==> config.mk <==
export PLATFORM = sky130hd
export DESIGN_NAME = bp_fe_instr_queue
export DESIGN_NICKNAME = d
export VERILOG_FILES = /design/src/rtl/bp_fe_instr_queue.sv
export SDC_FILE = /design/constraint.sdc
export NUM_CORES = 1
export LEC_CHECK = 0
export ABC_AREA = 1
export CELL_PAD_IN_SITES_DETAIL_PLACEMENT = 1
export CELL_PAD_IN_SITES_GLOBAL_PLACEMENT = 1
export CORE_MARGIN = 3
export CORE_UTILIZATION = 30
export CTS_BUF_LIST = sky130_fd_sc_hd__clkbuf_8 sky130_fd_sc_hd__clkbuf_16
export DETAILED_ROUTE_END_ITERATION = 6
export PLACE_DENSITY = 0.61
export SLEW_MARGIN = 10
export SYNTH_ARGS = -nofsm -noshare
export SYNTH_HDL_FRONTEND = slang
export SYNTH_SLANG_ARGS = --single-unit
export TNS_END_PERCENT = 20
==> constraint.sdc <==
create_clock -name clk_i -period 6 [get_ports clk_i]
set_clock_uncertainty 0.2 [all_clocks]
set_input_delay 0.6 -clock clk_i [delete_from_list [all_inputs] [get_ports clk_i]]
set_output_delay 0.6 -clock clk_i [all_outputs]
set_load 0.01 [all_outputs]
==> src/rtl/bp_fe_instr_queue.sv <==
// Front-end instruction queue: small circular FIFO of realigned instructions
// between the fetch realigner and decode/issue, with a single-cycle redirect flush.
module bp_fe_instr_queue
  #(parameter int e_bp_default_cfg = 0
   ,parameter int bp_params_p      = e_bp_default_cfg
   ,parameter int els_p            = 4
   ,localparam int vaddr_width_p   = (bp_params_p == e_bp_default_cfg) ? 39 : 64
   ,localparam int instr_width_gp  = 32
   ,localparam int ptr_w_lp        = (els_p > 1) ? $clog2(els_p) : 1
   ,localparam int cnt_w_lp        = $clog2(els_p + 1)
   )
  (input  logic                      clk_i
  ,input  logic                      reset_i

  ,input  logic                      fetch_instr_v_i
  ,input  logic [vaddr_width_p-1:0]  fetch_pc_i
  ,input  logic [instr_width_gp-1:0] fetch_instr_i
  ,input  logic                      fetch_partial_i
  ,output logic                      ready_then_o

  ,input  logic                      redirect_v_i

  ,output logic                      issue_v_o
  ,output logic [vaddr_width_p-1:0]  issue_pc_o
  ,output logic [instr_width_gp-1:0] issue_instr_o
  ,output logic                      issue_compressed_o
  ,output logic                      issue_partial_o
  ,input  logic                      issue_yumi_i

  ,output logic                      empty_o
  ,output logic [cnt_w_lp-1:0]       count_o
  );

  if ((els_p < 2) || ((els_p & (els_p - 1)) != 0)) begin : g_bad_depth
    $error("bp_fe_instr_queue: els_p must be a power of two and at least 2");
  end

  typedef struct packed {
    logic [vaddr_width_p-1:0]  pc;
    logic [instr_width_gp-1:0] instr;
    logic                      compressed;
    logic                      partial;
  } entry_t;

  entry_t                mem_q [els_p];
  entry_t                entry_d;
  entry_t                head;

  logic [ptr_w_lp-1:0]   wptr_q, wptr_d;
  logic [ptr_w_lp-1:0]   rptr_q, rptr_d;
  logic [cnt_w_lp-1:0]   count_q, count_d;
  logic                  enq, deq;

  // Credit and head status come from registered state only, so the producer
  // and consumer may depend on them combinationally without forming loops.
  assign ready_then_o = (count_q != cnt_w_lp'(els_p));
  assign issue_v_o    = (count_q != '0);
  assign empty_o      = (count_q == '0);
  assign count_o      = count_q;

  always_comb begin
    entry_d            = '0;
    entry_d.pc         = fetch_pc_i;
    entry_d.partial    = fetch_partial_i;
    entry_d.compressed = (fetch_instr_i[1:0] != 2'b11);
    entry_d.instr      = entry_d.compressed
                         ? {16'b0, fetch_instr_i[15:0]}
                         : fetch_instr_i;
  end

  // A full queue refuses enqueue even when a dequeue frees a slot this cycle.
  always_comb begin
    enq     = fetch_instr_v_i & ready_then_o & ~redirect_v_i;
    deq     = issue_yumi_i & issue_v_o & ~redirect_v_i;
    wptr_d  = wptr_q;
    rptr_d  = rptr_q;
    count_d = count_q;
    if (redirect_v_i) begin
      wptr_d  = '0;
      rptr_d  = '0;
      count_d = '0;
    end else begin
      if (enq) wptr_d = wptr_q + ptr_w_lp'(1);
      if (deq) rptr_d = rptr_q + ptr_w_lp'(1);
      count_d = count_q + cnt_w_lp'(enq) - cnt_w_lp'(deq);
    end
  end

  always_ff @(posedge clk_i or posedge reset_i) begin
    if (reset_i) begin
      wptr_q  <= '0;
      rptr_q  <= '0;
      count_q <= '0;
    end else begin
      wptr_q  <= wptr_d;
      rptr_q  <= rptr_d;
      count_q <= count_d;
    end
  end

  // Entry storage carries no reset; it is only meaningful while counted.
  always_ff @(posedge clk_i) begin
    if (enq) mem_q[wptr_q] <= entry_d;
  end

  assign head               = mem_q[rptr_q];
  assign issue_pc_o         = head.pc;
  assign issue_instr_o      = head.instr;
  assign issue_compressed_o = head.compressed;
  assign issue_partial_o    = head.partial;

  a_yumi_without_valid: assert property (@(posedge clk_i) disable iff (reset_i)
    !(issue_yumi_i && !issue_v_o));
  a_enq_without_credit: assert property (@(posedge clk_i) disable iff (reset_i)
    !(fetch_instr_v_i && !ready_then_o));
  a_count_overflow: assert property (@(posedge clk_i) disable iff (reset_i)
    (count_q <= cnt_w_lp'(els_p)));

endmodule

==> metrics.txt, run 1 <==
IO buf count 155; hold_ws between 100 and 150 ps; Max-Cap Viols 0; f_max 0.238 GHz; max incr delay on CP 980 ps; Reg2Reg Setup Slack approximately 3100 ps; total track usage between 10% and 20%; share of cells above drive strength 1 7.03%; r2r endpoint mem_q[0][0]; routed len/inst approximately 19 um; Congestion Overflow GR 0; post-synthesis cell area around 0.011 sq mm; status complete, no violations; CP endpoint kind primary output; Setup TNS 0 ps; RD Place Congestion approximately 0.68; critical path required time roughly 5200 ps; CP Max Fanout slightly above 80; Worst Reg-to-Reg Cells 6; Cell Rows 70; Fin. Hold Viols 0; Final setup viols 0; CP Capture Point issue_instr_o[16]; die width between 200 and 250 um; CP Depth 4; post-route ant nets 0; RSZ-0062 raised after global routing false; clock sink count 299; post-synthesis mux area share 0%; starting DRC count in detailed routing ~430; Hold-fix buffers, CTS 0; first-pass GRT wire length between 40 and 50 mm; Clock Latency Late Sink 500 ps; Area Growth Syn to Fin 28.3%; Arrival @ worst endpoint 3400 ps; Period minus WS final between 4000 and 5000 ps; Synthesized Nets 887; TritonCTS buffer count 34; drt pass-1 iters 4; XOR/XNOR share of the synthesized area 0%; Worst-Margin Slew 1030 ps; critical path class reg -> out; Die Area ~0.040 sq mm; final HPWL from detailed placement 16.0 mm; Setup Fix Bufs, Post-CTS 0; NumNets Final about 1000; Slew HR about a third; critical path startpoint category flop; Pwr Total ~6.3 mW; post-cts sizing count 0; Initial Utilization between 30% and 40%; Placeable Area between 0.03 and 0.04 sq mm; Peak supply drop approximately 0.00021 V; Hold Path Class in -> async; PD cells about 430 mW/mm^2; Synth cell types 19; Die Ht approximately 200 um; Slew Limit Fails 0; Synth Area in Adders 0.838%; Post-Route WL ~28 mm; Synth warnings 0; largest family of logic cells by synthesized area compound AO/OA/AOI/OAI gates; cells along the critical path buf_4 > o21ai_0 > o22ai_1 > clkdlybuf4s50_1; Critical-path top delay cell dfrtp_4; most common cell after layout, fill and taps aside edfxtp_1; register bit count reported by yosys between 200 and 300; Remaining DRCs 0; largest delay contributor family on the critical path buffers and inverters; crit share post-route roughly 70%; launch point of the worst reg-to-reg path count_o[1]; buffer and inverter count on the worst path 2; cells after synthesis about 800; most frequent cells in the layout edfxtp_1 (292), nor2_1 (168), clkdlybuf4s50_1 (155); register area share after synthesis between 70% and 80%; CTS H-tree lvls 2; initial antenna violation count 1; CP Launch Point rptr_q[0]; syn avg cell area roughly 14 sq um; leakage power total around 5 nW; I/O pins 156; Compound-Gate Fraction of Synth Area a little over a tenth; Post-Synth Simple-Gate Area 6.64%; DR vias between 7000 and 8000; Via density 4.74; pin count of the biggest net entering global routing 84; CTS root buffer clkbuf_16; via count of the first global-routing pass roughly 7600; CTS tree done; clock slew seen by the registers of the worst setup and hold paths ~60 ps; clk buf depth 3
==> cell type report <==
class / count / area [sq um]
antenna: 1 / 2.50
clock buffer: 37 / 926
clock inverter: 24 / 180
fill: 3903 / 22400
inverter: 32 / 123
multi-input combinational: 423 / 2070
sequential: 299 / 8950
tap: 504 / 631
timing repair buffer: 167 / 1670
==> state kept, by name, indices dropped and copies added, names as in the netlist <==
name	flops
count_o	3
wptr_q	2
mem_q	292
rptr_q	2
==> synthesized netlist by cell type <==
library cell  number  area [sq um]
a21oi_1            1          5.00
buf_2             16          80.1
buf_4              4          30.0
buf_6              2          22.5
clkbuf_1          27           101
clkinv_1           1          3.75
dfrtp_1            7           175
edfxtp_1         292          8770
fa_1               1          20.0
ha_1               6          75.1
inv_1             30           113
inv_4              1          6.26
nand2_1           14          52.6
nand3_1            6          30.0
nand4_1            4          25.0
nor2_1           172           646
o21ai_0          100           500
o21ai_1           46           230
o22ai_1           73           457
==> report_power, final <==
part           leakage (nW)  switching (mW)  internal (mW)  total [mW]
clock network         0.579           0.788           1.24        2.02
logic                  1.58           0.941          0.761        1.70
registers              2.75           0.111           2.44        2.55
==> cell families (layout without fill, tap and decap cells) <==
group                      count (synthesis)  in the layout
other                                      0              1
buffers and inverters                     81            260
and+or+nand+nor                          196            196
adders and majority gates                  7              7
DFF                                      299            299
AOI/OAI and AO/OA                        220            220
==> through the flow <==
| stage | setup WS, ps | util [%] | cell area, sq um | std cells |
|---|---|---|---|---|
| after global routing | 1560 | 39.4 | 14500 | 1486 |
| after floorplan | 1330 | - | 11300 | 803 |
| after global placement | 2270 | 36.4 | 13400 | 1425 |
| final | 1800 | 39.4 | 14500 | 1487 |
| after detailed placement | 2240 | 36.4 | 13400 | 1425 |
| after CTS | 1690 | 39.4 | 14500 | 1486 |
==> how the worst min path moves through the flow <==
stage,from,end,slack [ps],depth (start not counted)
finish,reset_i,wptr_q[0],150,2
CTS,reset_i,wptr_q[1],130,2
floorplan,reset_i,count_o[0],200,1
global placement,wptr_q[1],wptr_q[1],360,2
detailed placement,wptr_q[1],wptr_q[1],380,2
global route,reset_i,wptr_q[0],150,2
==> per-layer routing <==
layer / part of all wire [%] / GRT usage [%] / up-vias
met5: 0.047 / 0 / -
met4: 1.9 / 3.24 / 2
met3: 4.4 / 2.69 / 42
met2: 50 / 24.3 / 154
met1: 44 / 17.9 / 3556
li1: - / - / 3296
No activity file was read; power rests on OpenSTA's default activity.
==> inputs of run 2 (changes only) <==
--- a/config.mk
+++ b/config.mk
@@ -12,7 +12,7 @@
 export CORE_UTILIZATION = 30
 export CTS_BUF_LIST = sky130_fd_sc_hd__clkbuf_8 sky130_fd_sc_hd__clkbuf_16
 export DETAILED_ROUTE_END_ITERATION = 6
-export PLACE_DENSITY = 0.61
+export PLACE_DENSITY = 0.63
 export SLEW_MARGIN = 10
 export SYNTH_ARGS = -nofsm -noshare
 export SYNTH_HDL_FRONTEND = slang
==> constraint.sdc (replaced) <==
create_clock -name clk_i -period 3.4 [get_ports clk_i]
set_clock_uncertainty 0.2 [all_clocks]
set_input_delay 0.34 -clock clk_i [delete_from_list [all_inputs] [get_ports clk_i]]
set_output_delay 0.34 -clock clk_i [all_outputs]
set_load 0.01 [all_outputs]
==> metrics.txt, run 2 (synthesis gave the netlist of run 1 again) <==
status complete, no violations; I/O pins 156 (unchanged); Fin. Hold Viols 0 (unchanged); Initial Utilization 30.7% (unchanged); Via density 4.71 (-0.58%); drt pass-1 iters 4 (unchanged); cells along the critical path inv_4 > buf_12 > o21ai_0 > o22ai_1 > clkdlybuf4s50_1; Setup Fix Bufs, Post-CTS 0 (unchanged); most common cell after layout, fill and taps aside edfxtp_1; buffer and inverter count on the worst path 3 (+1); IO buf count 155 (unchanged); total track usage 13.5% (-0.39 points); CTS tree done; CP Depth 5 (+1); post-route ant nets 0 (unchanged); starting DRC count in detailed routing 328 (-24%); Clock Latency Late Sink 500 ps (about the same); Die Ht 200 um (unchanged); Max-Cap Viols 0 (unchanged); DR vias 7033 (-0.24%); Congestion Overflow GR 0 (unchanged); Placeable Area 0.0370 sq mm (unchanged); Critical-path top delay cell clkdlybuf4s50_1; Hold Path Class in -> reg; initial antenna violation count 0 (-1); CP Max Fanout 40 (-52%); Worst-Margin Slew 813 ps (-213 ps); via count of the first global-routing pass 7489 (-0.91%); critical path class reg -> out; Peak supply drop 0.000508 V (+140%); routed len/inst 18.4 um (-2.1%); RSZ-0062 raised after global routing false; clk buf depth 3 (unchanged); PD cells 754 mW/mm^2 (+75%); Final setup viols 0 (unchanged); Post-Route WL 27.5 mm (-1.7%); Worst Reg-to-Reg Cells 12 (+6); crit share post-route 91.6%; M2 GR Usage 23.7% (-0.59 points); Arrival @ worst endpoint 2570 ps (-830 ps); grt peak-use layer met2; critical path startpoint category flop; final HPWL from detailed placement 15.9 mm (-0.73%); share of cells above drive strength 1 7.79% (+0.77 points); NumNets Final 1052 (+1.1%); post-cts sizing count 0 (unchanged); clock sink count 299 (unchanged); largest delay contributor family on the critical path buffers and inverters; Top reg by flops mem_q; leakage power total 4.95 nW (+0.84%); Slew HR 45.7% (+14 points); critical path required time 2860 ps (-2340 ps); Slew Limit Fails 0 (unchanged); max incr delay on CP 600 ps (-380 ps); Period minus WS final between 3000 and 4000 ps; Hold-fix buffers, CTS 1 (+1); pin count of the biggest net entering global routing 149 (+77%); number of flip-flops under the largest register name 292 (unchanged); TritonCTS buffer count 34 (unchanged); most frequent cells in the layout edfxtp_1 (292), nor2_1 (168), clkdlybuf4s50_1 (155); GR Util met3 2.68% (-0.016 points); die width 200 um (unchanged); Remaining DRCs 0 (unchanged); Place WS 660 ps (-1580 ps); Final Core Density 39.7% (+0.39 points); Area Growth Syn to Fin 29.5%; first-pass GRT wire length 43.1 mm (-2.1%); final worst slack 286 ps (-1510 ps); Die Area 0.0402 sq mm (unchanged); Antenna Cells 0 (-1); RD Place Congestion 0.730 (+7.4%); f_max between 0.3 and 0.4 GHz; CTS root buffer clkbuf_16; # fillers 3823 (-2.0%); met1 GRT Util 17.1% (-0.79 points); Hold Path Depth 1; CP endpoint kind primary output; CTS H-tree lvls 2 (unchanged); Pwr Total 11.1 mW (+76%); clock slew seen by the registers of the worst setup and hold paths 60 ps (about the same); hold_ws 273 ps (+127 ps); Cell Rows 70 (unchanged)
-- run 2: cell types whose count changed in the layout (fill, tap and decap cells not counted) --
cell,delta
buf_4,+2
inv_6,+1
dlygate4sd3_1,+1
clkinv_4,+1
buf_12,+8
diode_2,-1
inv_1,-5
clkinv_2,-3
clkinv_1,+2
bufinv_16,-1
-- run 2: area by class of cell --
| cell class | count | area (sq um) | area share, % |
|---|---|---|---|
| sequential | 299 | 8950 | 60.9 |
| multi-input combinational | 423 | 2070 | 14.1 |
| timing repair buffer | 178 | 1850 | 12.6 |
| clock buffer | 37 | 926 | 6.30 |
| tap | 504 | 631 | 4.29 |
| clock inverter | 19 | 141 | 0.962 |
| inverter | 32 | 123 | 0.835 |
-- run 2: per-stage QoR --
stage | instances | setup TNS [ps] | area, sq um
after floorplan | 803 | -24140 | 11400
after global placement | 1435 | 0 | 13600
after detailed placement | 1435 | 0 | 13600
after CTS | 1492 | 0 | 14700
after global routing | 1492 | 0 | 14700
final | 1492 | 0 | 14700
-- run 2: final timing paths --
| kind | endpoint | startpoint | slack (ps) |
|---|---|---|---|
| max reg2reg | count_o[2] | count_o[1] | 1050 |
| max | issue_pc_o[38] | rptr_q[0] | 290 |
| max in group asynchronous | rptr_q[0] | reset_i | 2290 |
| min reg2reg | wptr_q[1] | wptr_q[1] | 400 |
| min | mem_q[0][71] | fetch_pc_i[37] | 270 |
| min in group asynchronous | wptr_q[1] | reset_i | 440 |
-- run 2: per-layer routing --
metal  vias to the layer above  share of wire, %
met2                       145                50
met5                         -                 0
met3                        43               4.1
li1                       3303                 -
met4                         0               2.1
met1                      3542                44
-- run 2: power breakdown --
part / switching, mW / total [mW] / internal, mW / leakage (nW)
clock: 1.36 / 3.45 / 2.10 / 0.538
combinational: 1.79 / 3.24 / 1.44 / 1.66
sequential: 0.0772 / 4.39 / 4.31 / 2.75
